<file path="src/rtl/digit_serial_add_sub_if.sv">
// Operand/result bundle for the digit-serial adder/subtractor.
// The master drives the request and operands; the slave returns status and results.
interface digit_serial_add_sub_if #(
  parameter int WIDTH = 32
);
  logic             START;
  logic [WIDTH-1:0] A;
  logic [WIDTH-1:0] B;
  logic             SnA;
  logic             BUSY;
  logic             DONE;
  logic [WIDTH-1:0] Y;
  logic             CO;
  logic             OV;
  logic             ZERO;

  modport master (
    output START, A, B, SnA,
    input  BUSY, DONE, Y, CO, OV, ZERO
  );

  modport slave (
    input  START, A, B, SnA,
    output BUSY, DONE, Y, CO, OV, ZERO
  );
endinterface

</file>
<file path="src/rtl/digit_serial_add_sub.sv">
// Digit-serial two's-complement adder/subtractor: DIGIT bits per cycle, LSB slice first,
// results (Y/CO/OV/ZERO) published only at completion together with a one-cycle DONE.
module digit_serial_add_sub #(
  parameter int WIDTH = 32,
  parameter int DIGIT = 8
) (
  input logic                  CLK,
  input logic                  RST,
  digit_serial_add_sub_if.slave bus
);
  localparam int N     = WIDTH / DIGIT;
  localparam int CNT_W = (N > 1) ? $clog2(N) : 1;

  typedef enum logic [1:0] {IDLE, RUN, FIN} state_t;

  state_t             state_reg, state_next;
  logic [WIDTH-1:0]   a_reg;
  logic [WIDTH-1:0]   b_reg;
  logic               op_reg;
  logic               carry_reg;
  logic [CNT_W-1:0]   cnt_reg;
  logic [WIDTH-1:0]   y_reg;
  logic               co_reg;
  logic               ov_reg;
  logic               zero_reg;

  logic [DIGIT-1:0]   a_slice;
  logic [DIGIT-1:0]   b_slice;
  logic [DIGIT:0]     slice_full;
  logic               msb_cin;
  logic               last_slice;
  logic               accept;
  logic [WIDTH-1:0]   acc_next;

  // a_reg doubles as the accumulator: operand slices leave at the bottom while sum slices enter at the top.
  always_comb begin
    a_slice    = a_reg[DIGIT-1:0];
    b_slice    = op_reg ? ~b_reg[DIGIT-1:0] : b_reg[DIGIT-1:0];
    slice_full = {1'b0, a_slice} + {1'b0, b_slice} + {{DIGIT{1'b0}}, carry_reg};
    msb_cin    = slice_full[DIGIT-1] ^ a_slice[DIGIT-1] ^ b_slice[DIGIT-1];
    last_slice = (cnt_reg == CNT_W'(N - 1));
    accept     = bus.START && (state_reg != RUN);
  end

  generate
    if (DIGIT < WIDTH) begin : g_shift
      assign acc_next = {slice_full[DIGIT-1:0], a_reg[WIDTH-1:DIGIT]};
    end else begin : g_single
      assign acc_next = slice_full[DIGIT-1:0];
    end
  endgenerate

  always_comb begin
    state_next = state_reg;
    case (state_reg)
      IDLE:    if (bus.START) state_next = RUN;
      RUN:     if (last_slice) state_next = FIN;
      FIN:     state_next = bus.START ? RUN : IDLE;
      default: state_next = IDLE;
    endcase
  end

  always_ff @(posedge CLK or posedge RST) begin
    if (RST) begin
      state_reg <= IDLE;
      a_reg     <= '0;
      b_reg     <= '0;
      op_reg    <= 1'b0;
      carry_reg <= 1'b0;
      cnt_reg   <= '0;
      y_reg     <= '0;
      co_reg    <= 1'b0;
      ov_reg    <= 1'b0;
      zero_reg  <= 1'b0;
    end else begin
      state_reg <= state_next;
      if (accept) begin
        a_reg     <= bus.A;
        b_reg     <= bus.B;
        op_reg    <= bus.SnA;
        carry_reg <= bus.SnA;
        cnt_reg   <= '0;
      end else if (state_reg == RUN) begin
        a_reg     <= acc_next;
        b_reg     <= b_reg >> DIGIT;
        carry_reg <= slice_full[DIGIT];
        cnt_reg   <= cnt_reg + 1'b1;
        // Outputs only move on the final slice so partial sums never show.
        if (last_slice) begin
          y_reg    <= acc_next;
          co_reg   <= slice_full[DIGIT];
          ov_reg   <= slice_full[DIGIT] ^ msb_cin;
          zero_reg <= (acc_next == '0);
        end
      end
    end
  end

  assign bus.BUSY = (state_reg == RUN);
  assign bus.DONE = (state_reg == FIN);
  assign bus.Y    = y_reg;
  assign bus.CO   = co_reg;
  assign bus.OV   = ov_reg;
  assign bus.ZERO = zero_reg;
endmodule

</file>
<file path="src/flat_wrapper.sv">
// flat-port wrapper written by rule: the top's interface ports become plain ports
module digit_serial_add_sub_flat 
#(
  parameter int WIDTH = 32,
  parameter int DIGIT = 8
)
  (CLK, RST, bus_START, bus_A, bus_B, bus_SnA, bus_BUSY, bus_DONE, bus_Y, bus_CO, bus_OV, bus_ZERO);
  digit_serial_add_sub_if #(.WIDTH(WIDTH)) bus_i ();
  input logic CLK;
  input logic RST;
  input wire logic [$bits(bus_i.START)-1:0] bus_START;
  input wire logic [$bits(bus_i.A)-1:0] bus_A;
  input wire logic [$bits(bus_i.B)-1:0] bus_B;
  input wire logic [$bits(bus_i.SnA)-1:0] bus_SnA;
  output wire logic [$bits(bus_i.BUSY)-1:0] bus_BUSY;
  output wire logic [$bits(bus_i.DONE)-1:0] bus_DONE;
  output wire logic [$bits(bus_i.Y)-1:0] bus_Y;
  output wire logic [$bits(bus_i.CO)-1:0] bus_CO;
  output wire logic [$bits(bus_i.OV)-1:0] bus_OV;
  output wire logic [$bits(bus_i.ZERO)-1:0] bus_ZERO;
  assign bus_i.START = bus_START;
  assign bus_i.A = bus_A;
  assign bus_i.B = bus_B;
  assign bus_i.SnA = bus_SnA;
  assign bus_BUSY = bus_i.BUSY;
  assign bus_DONE = bus_i.DONE;
  assign bus_Y = bus_i.Y;
  assign bus_CO = bus_i.CO;
  assign bus_OV = bus_i.OV;
  assign bus_ZERO = bus_i.ZERO;
  digit_serial_add_sub #(.WIDTH(WIDTH), .DIGIT(DIGIT)) u_core (.CLK(CLK), .RST(RST), .bus(bus_i));
endmodule
</file>
<file path="config.mk">
export PLATFORM = sky130hd
export DESIGN_NAME = digit_serial_add_sub_flat
export DESIGN_NICKNAME = d
export VERILOG_FILES = /design/src/rtl/digit_serial_add_sub_if.sv /design/src/rtl/digit_serial_add_sub.sv /design/src/flat_wrapper.sv
export SDC_FILE = /design/constraint.sdc
export NUM_CORES = 1
export LEC_CHECK = 0
export CAP_MARGIN = 40
export CORE_ASPECT_RATIO = 0.7
export CORE_MARGIN = 4
export CORE_UTILIZATION = 46
export DETAILED_ROUTE_END_ITERATION = 6
export PLACE_DENSITY_LB_ADDON = 0.08
export SLEW_MARGIN = 10
export SYNTH_ARGS = -nofsm -noshare
export SYNTH_HDL_FRONTEND = slang
export SYNTH_SLANG_ARGS = --single-unit
</file>
<file path="constraint.sdc">
create_clock -name CLK -period 3.1 [get_ports CLK]
set_input_delay 0.31 -clock CLK [delete_from_list [all_inputs] [get_ports CLK]]
set_output_delay 0.31 -clock CLK [all_outputs]
set_load 0.02 [all_outputs]
</file>
== Word-level counts from Yosys, hierarchy flattened ==
Index checks and enable logic that the tools add are counted.

* Output and inout port bits: 37
* Flip-flop bits (word level): 105
* Word-level logic and storage cells: 43
* Input bits: 68

* Add/sub/neg operators: 3
* Bitwise logic cells: 5
* Reductions and logical operators: 6
* Muxes and demuxes: 13
* Equal/unequal tests: 6

{| class="wikitable"
|+ Operators with widths
! cell !! number
|-
| $mux W32 || 4
|-
| $logic_not A32 Y1 || 1
|-
| $add A8 B8 Y9 || 1
|-
| $add A9 B1 Y9 || 1
|-
| $mux W2 || 4
|-
| $mux W8 || 1
|-
| $not A8 Y8 || 1
|-
| $pmux W2 S3 || 1
|-
| $eq A2 B2 Y1 const B || 2
|-
| $ne A2 B1 Y1 const B || 2
|-
| $mux W1 || 3
|-
| $reduce_and A3 Y1 || 1
|-
| $xor A1 B1 Y1 || 3
|-
| $add A2 B1 Y2 const B || 1
|-
| $eq A2 B1 Y1 const B || 1
|-
| $logic_not A2 Y1 || 1
|-
| $ne A2 B2 Y1 const B || 1
|-
| $reduce_and A2 Y1 || 1
|-
| $reduce_bool A2 Y1 || 1
|-
| $logic_and A1 B1 Y1 || 1
|-
| $not A1 Y1 || 1
|}

== Depth between registers and ports, before layout ==
Gate-level depths: netlist of run 1.

* Depth after elaboration: 7
* Depth in mapped cells: 10
* Depth with buffers taken out: 9

== Least setup slack after synthesis of run 1 ==
No wires, ideal clock.

* Path kind: reg-to-reg
* Start point: register u_core.op_reg
* End point: register u_core.ov_reg (netlist: u_core.bus.OV)
* Period minus slack after synthesis: 2.452 ns
* Arrival: 2.370 ns
* Path slack: 0.648 ns
* Path buffers: 1
* Stages on the path, launching flop included: 11
* Cells stage by stage: dfrtp_1 > buf_2 > xnor2_1 > fa_1 > fa_1 > nand2b_1 > a21oi_2 > or3_4 > nand3_1 > a211o_1 > a31oi_1

* Cells in the longest elaborated chain, start to end: 6

{| class="wikitable"
|+ RTL lines
! what !! line !! RTL
|-
| start, declared || digit_serial_add_sub.sv:19 || <nowiki>logic op_reg;</nowiki>
|-
| start signal, assigned || digit_serial_add_sub.sv:80 || <nowiki>op_reg <= bus.SnA;</nowiki>
|-
| $mux W8 (*) || digit_serial_add_sub.sv:38 || <nowiki>b_slice = op_reg ? ~b_reg[DIGIT-1:0] : b_reg[DIGIT-1:0];</nowiki>
|-
| $add A8 B8 Y9 || digit_serial_add_sub.sv:39 || <nowiki>slice_full = {1'b0, a_slice} + {1'b0, b_slice} + {{DIGIT{1'b0}}, carry_reg};</nowiki>
|-
| $add A9 B1 Y9 || digit_serial_add_sub.sv:39 ||
|-
| $xor A1 B1 Y1 (2 in a row) || digit_serial_add_sub.sv:40 || <nowiki>msb_cin = slice_full[DIGIT-1] ^ a_slice[DIGIT-1] ^ b_slice[DIGIT-1];</nowiki>
|-
| $xor A1 B1 Y1 (*) || digit_serial_add_sub.sv:92 || <nowiki>ov_reg <= slice_full[DIGIT] ^ msb_cin;</nowiki>
|-
| end signal, assigned || digit_serial_add_sub.sv:92 ||
|-
| end, declared || digit_serial_add_sub.sv:24 || <nowiki>logic ov_reg;</nowiki>
|}

Every way passes the cells marked *; elsewhere a longest branch is shown, timed or not.
A chain may end at the register's enable or synchronous reset.

== Worst setup path after layout of run 1 ==
Ends and elaborated chain as after synthesis.

==> results of run 1 <==
## metrics by stage
stage,cell area [µm²],utilization [%],hold slack [ns]
global placement,6080,58.5,0.462
finish,6390,61.5,0.366
global route,6390,61.5,0.406
detailed placement,6080,58.5,0.472
floorplan,4910,-,0.448
CTS,6390,61.5,0.384
## layer usage
layer,part of all wire [%],vias to the layer above,wire [µm]
met3,8.2,10,973
met4,0.77,0,92
li1,-,1769,-
met2,40,113,4790
met1,51,1752,6030
met5,0,-,0
## worst paths after layout
| path | start | endpoint | cells after the start |
|---|---|---|---|
| setup / recovery | u_core.op_reg | u_core.bus.OV | 9 |
| hold / removal | RST | u_core.b_reg[5] | 2 |
| setup reg to reg | u_core.op_reg | u_core.bus.OV | 9 |
| hold reg to reg | u_core.b_reg[24] | u_core.b_reg[16] | 2 |
| max in group asynchronous | RST | u_core.b_reg[27] | 3 |
| min in group CLK | u_core.b_reg[24] | u_core.b_reg[16] | 2 |
## synth_stat cells, types with 2 or more instances
cell type and count:
and3_1 2, fa_1 2, buf_1 5, mux2i_1 58
a211oi_1 6, xor2_1 12, nor3_1 4, inv_2 3
buf_2 8, nand2_1 73, inv_1 6, xnor2_1 2
nor2b_1 8, nor4_1 4, dfrtp_1 105, a21oi_1 10
clkbuf_1 13, nor4b_1 3, ha_1 8, nand3_1 5
mux2_1 23, o21ai_0 28, o21ai_1 33, nand2b_1 2
nor2_1 13, nand4_1 2
## layout make-up
type	count	area, µm²
fill	875	4010
sequential	105	2630
multi-input combinational	314	2140
timing repair buffer	110	1110
clock buffer	10	229
tap	132	165
clock inverter	5	78.8
inverter	9	37.5
## critical path: stages (launching register included)
cell and delay (ns):
dfrtp_1 0.60, xnor2_1 0.14, fa_1 0.42, fa_1 0.42, nand2b_1 0.19, a21oi_2 0.19, or3_4 0.16, nand3_1 0.08
a211o_1 0.27, a31oi_1 0.16
## power groups by stage
stage / combinational (mW) / sequential (mW) / clock (mW)
after CTS: 3.58 / 2.55 / 1.23
after detailed placement: 3.55 / 2.56 / 0
final: 3.55 / 2.55 / 1.21
after global routing: 4.00 / 2.63 / 1.28
after global placement: 3.48 / 2.56 / 0
after floorplan: 2.18 / 2.64 / 0
## cell families (layout without fill, tap and decap cells)
family                     after synthesis  count (layout)
AOI/OAI and AO/OA                       86              86
xor gates and xnor gates                14              14
buffers and inverters                   35             134
and+or+nand+nor                        122             122
DFF                                    105             105
muxes                                   82              82
adders and majority gates               10              10
==> results.yml, run 1 <==
global_routing:
  grt_use_met2_pct: 26.5
  antenna_found_initial: 0
  globalRouteMet1Util_pct: 31.3
  grt_use_met3_pct: 6.44
  grt-ovfl-total: 0
  grt_busiest_layer: "met1"
  grt_max_degree: 85
  grt_usage_pct: 20.0
  grt_pass1_vias: 3678
  grt_pass1_wl_um: 19300
sta:
  fin_ws_ns: 0.403
  fin_crit_ns: 2.70
  skew_ns: 0.00426
  worst_slew_pin_slew_ns: 0.773
  rsz0062_at_grt: "no"
  finalHoldViolCount: 0
  fmax_mhz: 371
  fin_tns_setup_ns: 0
  fin_crit_sh_pct: 87.0
  setup_viol: 0
  report.final.slew_viol_count: 0
  slew_headroom_pct: 48.5
yosys:
  synth_top_family_by_area: "multiplexers"
  synthTopCellsByArea: "dfrtp_1 (53%), mux2i_1 (12%), nand2_1 (5.6%)"
  ys_seq_area_share_pct: 53.5
  synth_top_area_cell: "dfrtp_1"
  ys_warn_count: 0
  synthSimpleGateAreaFrac_pct: 11.3
  synth_flop_cell: "dfrtp_1"
  synth_edf_count: 0
  netlist_area_mm2: 0.00491
  synth_nets: 532
  yosysTopAreaCellShare_pct: 53.5
  synth_xor_area_share_pct: 2.50
  synthCells: 454
  yosysUniqueCellTypes: 42
  synth_mux_area_share_pct: 17.3
  syn-mean-instance-area_um2: 10.8
  synthAdderAreaFrac_pct: 2.85
  synth-seq-cells: 105
  async_reset_ff_share_pct: 100
  synth_compound_area_share_pct: 9.70
floorplan:
  die_w_um: 132
  fp.dieArea_mm2: 0.0124
  start_util_pct: 47.3
  rows: 31
  coreArea_mm2: 0.0104
  boundaryPins: 105
  die_h_um: 94.5
place:
  portBuffers: 104
  dp_hpwl_um: 8500
  dp_cells: 670
  gp_congestion: 0.861
  dp_slack_ns: 0.416
clock_tree:
  clk_latency_ns: 0.35
  postCtsSetupBuffers: 0
  cts.path.max_buffers: 2
  clock-sinks: 105
  cts_tree: "built"
  cts-buffers-inserted: 9
  cts_hold_buf: 0
  cts-root-buf: "clkbuf_16"
  clk_pin_slew_worst_paths_ns: 0.07
  cts_resized: 0
  htreeDepth: 3
worst_setup_path:
  end_kind: "flop"
  cp-start-kind: "flop"
  worstPathRequired_ns: 3.37
  cp.arrival_ns: 2.97
  cp_max_fo: 9
  crit_type: "flop to flop"
  rrSetupSlack_ns: 0.40
power:
  power_density_mw_per_mm2: 1140
  vdd_drop_max_mv: 0.580
  p_sw_mw: 3.04
  swShare_pct: 41.6
  clockPowerShare_pct: 16.5
  power_mw: 7.31
  leakage_nw: 2.89
  power_frac_seq_pct: 34.8
  p_int_mw: 4.27
  pwr-share-comb_pct: 48.6
layout:
  final_nets: 627
  drive_gt1_share_pct: 5.06
  fin_cells: 685
  mostFrequentLayoutCells: "dfrtp_1 (105), clkdlybuf4s50_1 (103), nand2_1 (73), mux2i_1 (58), o21ai_1 (33)"
  area_growth_pct: 30.1
  antennaDiodeCount: 0
  mostFrequentLayoutCell: "dfrtp_1"
routing:
  drc: 0
  viasPerCell: 5.32
  drtPass1Iterations: 4
  wl_per_cell_um: 17.3
  ant_nets: 0
  vias: 3644
  drt_iter0_markers: 333
  wirelength_um: 11900
min_path:
  hold_path_class: "input pin to async pin"
run:
  cap_violations: 0
status:
  outcome: "complete, no violations"
Note: power is estimated with default switching activity, not from simulation.
==> run 2, diff against run 1 <==
==> constraint.sdc (replaced) <==
create_clock -name CLK -period 3.1 [get_ports CLK]
set_input_delay 0.31 -clock CLK [delete_from_list [all_inputs] [get_ports CLK]]
set_output_delay 0.31 -clock CLK [all_outputs]
set_load 0.1 [all_outputs]
==> run 2 against run 1 <==
  * Routed wire length grew 1.4%
  * First-iteration DRC count shrank 0.90%
  * Clock skew grew 0.0021 ns
  * Non-clock buffer count grew 20
  * Flip-flop and latch count is the same
  * Critical path depth shrank 2
  * Worst hold slack lost 0.039 ns
  * Core utilization grew 2.8 points
  * Clock-buffer cell count is the same
  * Sequential share of layout area shrank 1.8 points
  * Global-route usage grew 0.23 points
  * Critical path type unchanged
  * Highest routed layer unchanged
==> results.yml, run 2 (same netlist as run 1, synthesis figures left out) <==
layout:
  mostFrequentLayoutCells: "dfrtp_1 (105), clkdlybuf4s50_1 (86), nand2_1 (73), mux2i_1 (58), o21ai_1 (33)"
  area_growth_pct: 36.0
  drive_gt1_share_pct: 11.5
  antennaDiodeCount: 0
  mostFrequentLayoutCell: "dfrtp_1"
  final_nets: 647
floorplan:
  rows: 31
  coreArea_mm2: 0.0104
  die_h_um: 94.5
  fp.dieArea_mm2: 0.0124
  start_util_pct: 47.3
  boundaryPins: 105
  die_w_um: 132
worst_setup_path:
  worstPathRequired_ns: 3.38
  r2r_cells: 7
  cp.arrival_ns: 3.07
  cp_max_fo: 9
  crit_type: "flop to flop"
  cp-start-kind: "flop"
  end_kind: "flop"
sta:
  setup_viol: 0
  finalHoldViolCount: 0
  fin_crit_sh_pct: 90.1
  fmax_mhz: 358
  worst_slew_pin_slew_ns: 0.730
  fin_crit_ns: 2.79
  slew_headroom_pct: 51.4
  rsz0062_at_grt: "no"
  fin_tns_setup_ns: 0
  skew_ns: 0.00635
  report.final.slew_viol_count: 0
place:
  dp_hpwl_um: 8810
  gp_congestion: 0.895
  portBuffers: 104
routing:
  drt_iter0_markers: 330
  viasPerCell: 5.30
  drtPass1Iterations: 4
  vias: 3743
  wl_per_cell_um: 17.1
  wirelength_um: 12000
  ant_nets: 0
  drc: 0
run:
  cap_violations: 0
clock_tree:
  postCtsSetupBuffers: 0
  cts_tree: "built"
  cts_resized: 0
  clk_pin_slew_worst_paths_ns: 0.07
  cts.path.max_buffers: 2
  clk_latency_ns: 0.34
  cts_hold_buf: 0
  cts-buffers-inserted: 9
  cts-root-buf: "clkbuf_16"
  clock-sinks: 105
  htreeDepth: 3
global_routing:
  grt_pass1_vias: 3786
  grt-ovfl-total: 0
  grt_busiest_layer: "met1"
  antenna_found_initial: 0
  grt_use_met3_pct: 5.06
  grt_pass1_wl_um: 19700
  globalRouteMet1Util_pct: 30.3
  grt_usage_pct: 20.2
  grt_max_degree: 73
  grt_use_met2_pct: 29.3
status:
  outcome: "complete, no violations"
min_path:
  hold_path_class: "input pin to async pin"
run 2: changes by cell type in the layout (fill, tap and decap cells not counted), sizes merged:
cell	before	now
clkinvlp	0	2
clkdlybuf4s50	103	86
buf	7	44
clkinv	3	1
bufinv	2	3
run 2: worst max-delay path, cell delays in order, from the launching register on:
cell	delay, ns
dfrtp_1	0.60
xnor2_1	0.15
fa_1	0.44
fa_1	0.58
nor4b_1	0.31
nand4_1	0.14
nor4b_1	0.29
a32o_1	0.21
run 2: path summary, 6_finish.rpt:
path / from / end / slack (ns)
worst max-delay path: u_core.op_reg / u_core.bus.ZERO / 0.31
worst min-delay path: RST / u_core.b_reg[7] / 0.33
worst max register to register: u_core.op_reg / u_core.bus.ZERO / 0.31
worst min register to register: u_core.bus.Y[27] / u_core.bus.Y[27] / 0.47
max in group asynchronous: RST / u_core.bus.Y[24] / 2.04
min in group CLK: u_core.bus.Y[27] / u_core.bus.Y[27] / 0.47
run 2: metrics by stage:
stage	setup slack [ns]	std cells	hold WS [ns]	utilization [%]	instance area (µm²)
floorplan	0.0295	454	0.448	-	4910
global placement	0.502	670	0.463	58.1	6040
detailed placement	0.396	690	0.462	61.0	6340
CTS	0.317	706	0.341	64.3	6680
global route	0.0403	706	0.360	64.3	6680
finish	0.308	706	0.327	64.3	6680
run 2: cell type report:
class	count	area, µm²
repair buffers	130	1370
multi-input cells	314	2140
inverters	9	37.5
flip-flops and latches	105	2630
clock inverters	6	114
well taps	132	165
fillers	864	3710
clock buffers	10	229
run 2: layer usage:
metal	wire length (µm)	up-vias
li1	-	1812
met1	6000	1803
met2	5130	116
met3	777	12
met4	134	0
met5	0	-
Power of run 2 is not shown: default switching activity piles up to over one toggle a cycle in this logic, so the estimate is an artifact.
==> run 3, diff against run 2 <==
--- a/config.mk
+++ b/config.mk
@@ -10,8 +10,9 @@
 export CORE_MARGIN = 4
 export CORE_UTILIZATION = 46
 export DETAILED_ROUTE_END_ITERATION = 6
+export HOLD_SLACK_MARGIN = 0.08
 export PLACE_DENSITY_LB_ADDON = 0.08
-export SLEW_MARGIN = 10
+export SLEW_MARGIN = 20
 export SYNTH_ARGS = -nofsm -noshare
 export SYNTH_HDL_FRONTEND = slang
 export SYNTH_SLANG_ARGS = --single-unit
==> results of run 3 <==
No change in the layout: final DEF, timing and power equal those of run 2.
Power of run 3 is left out for the same reason.
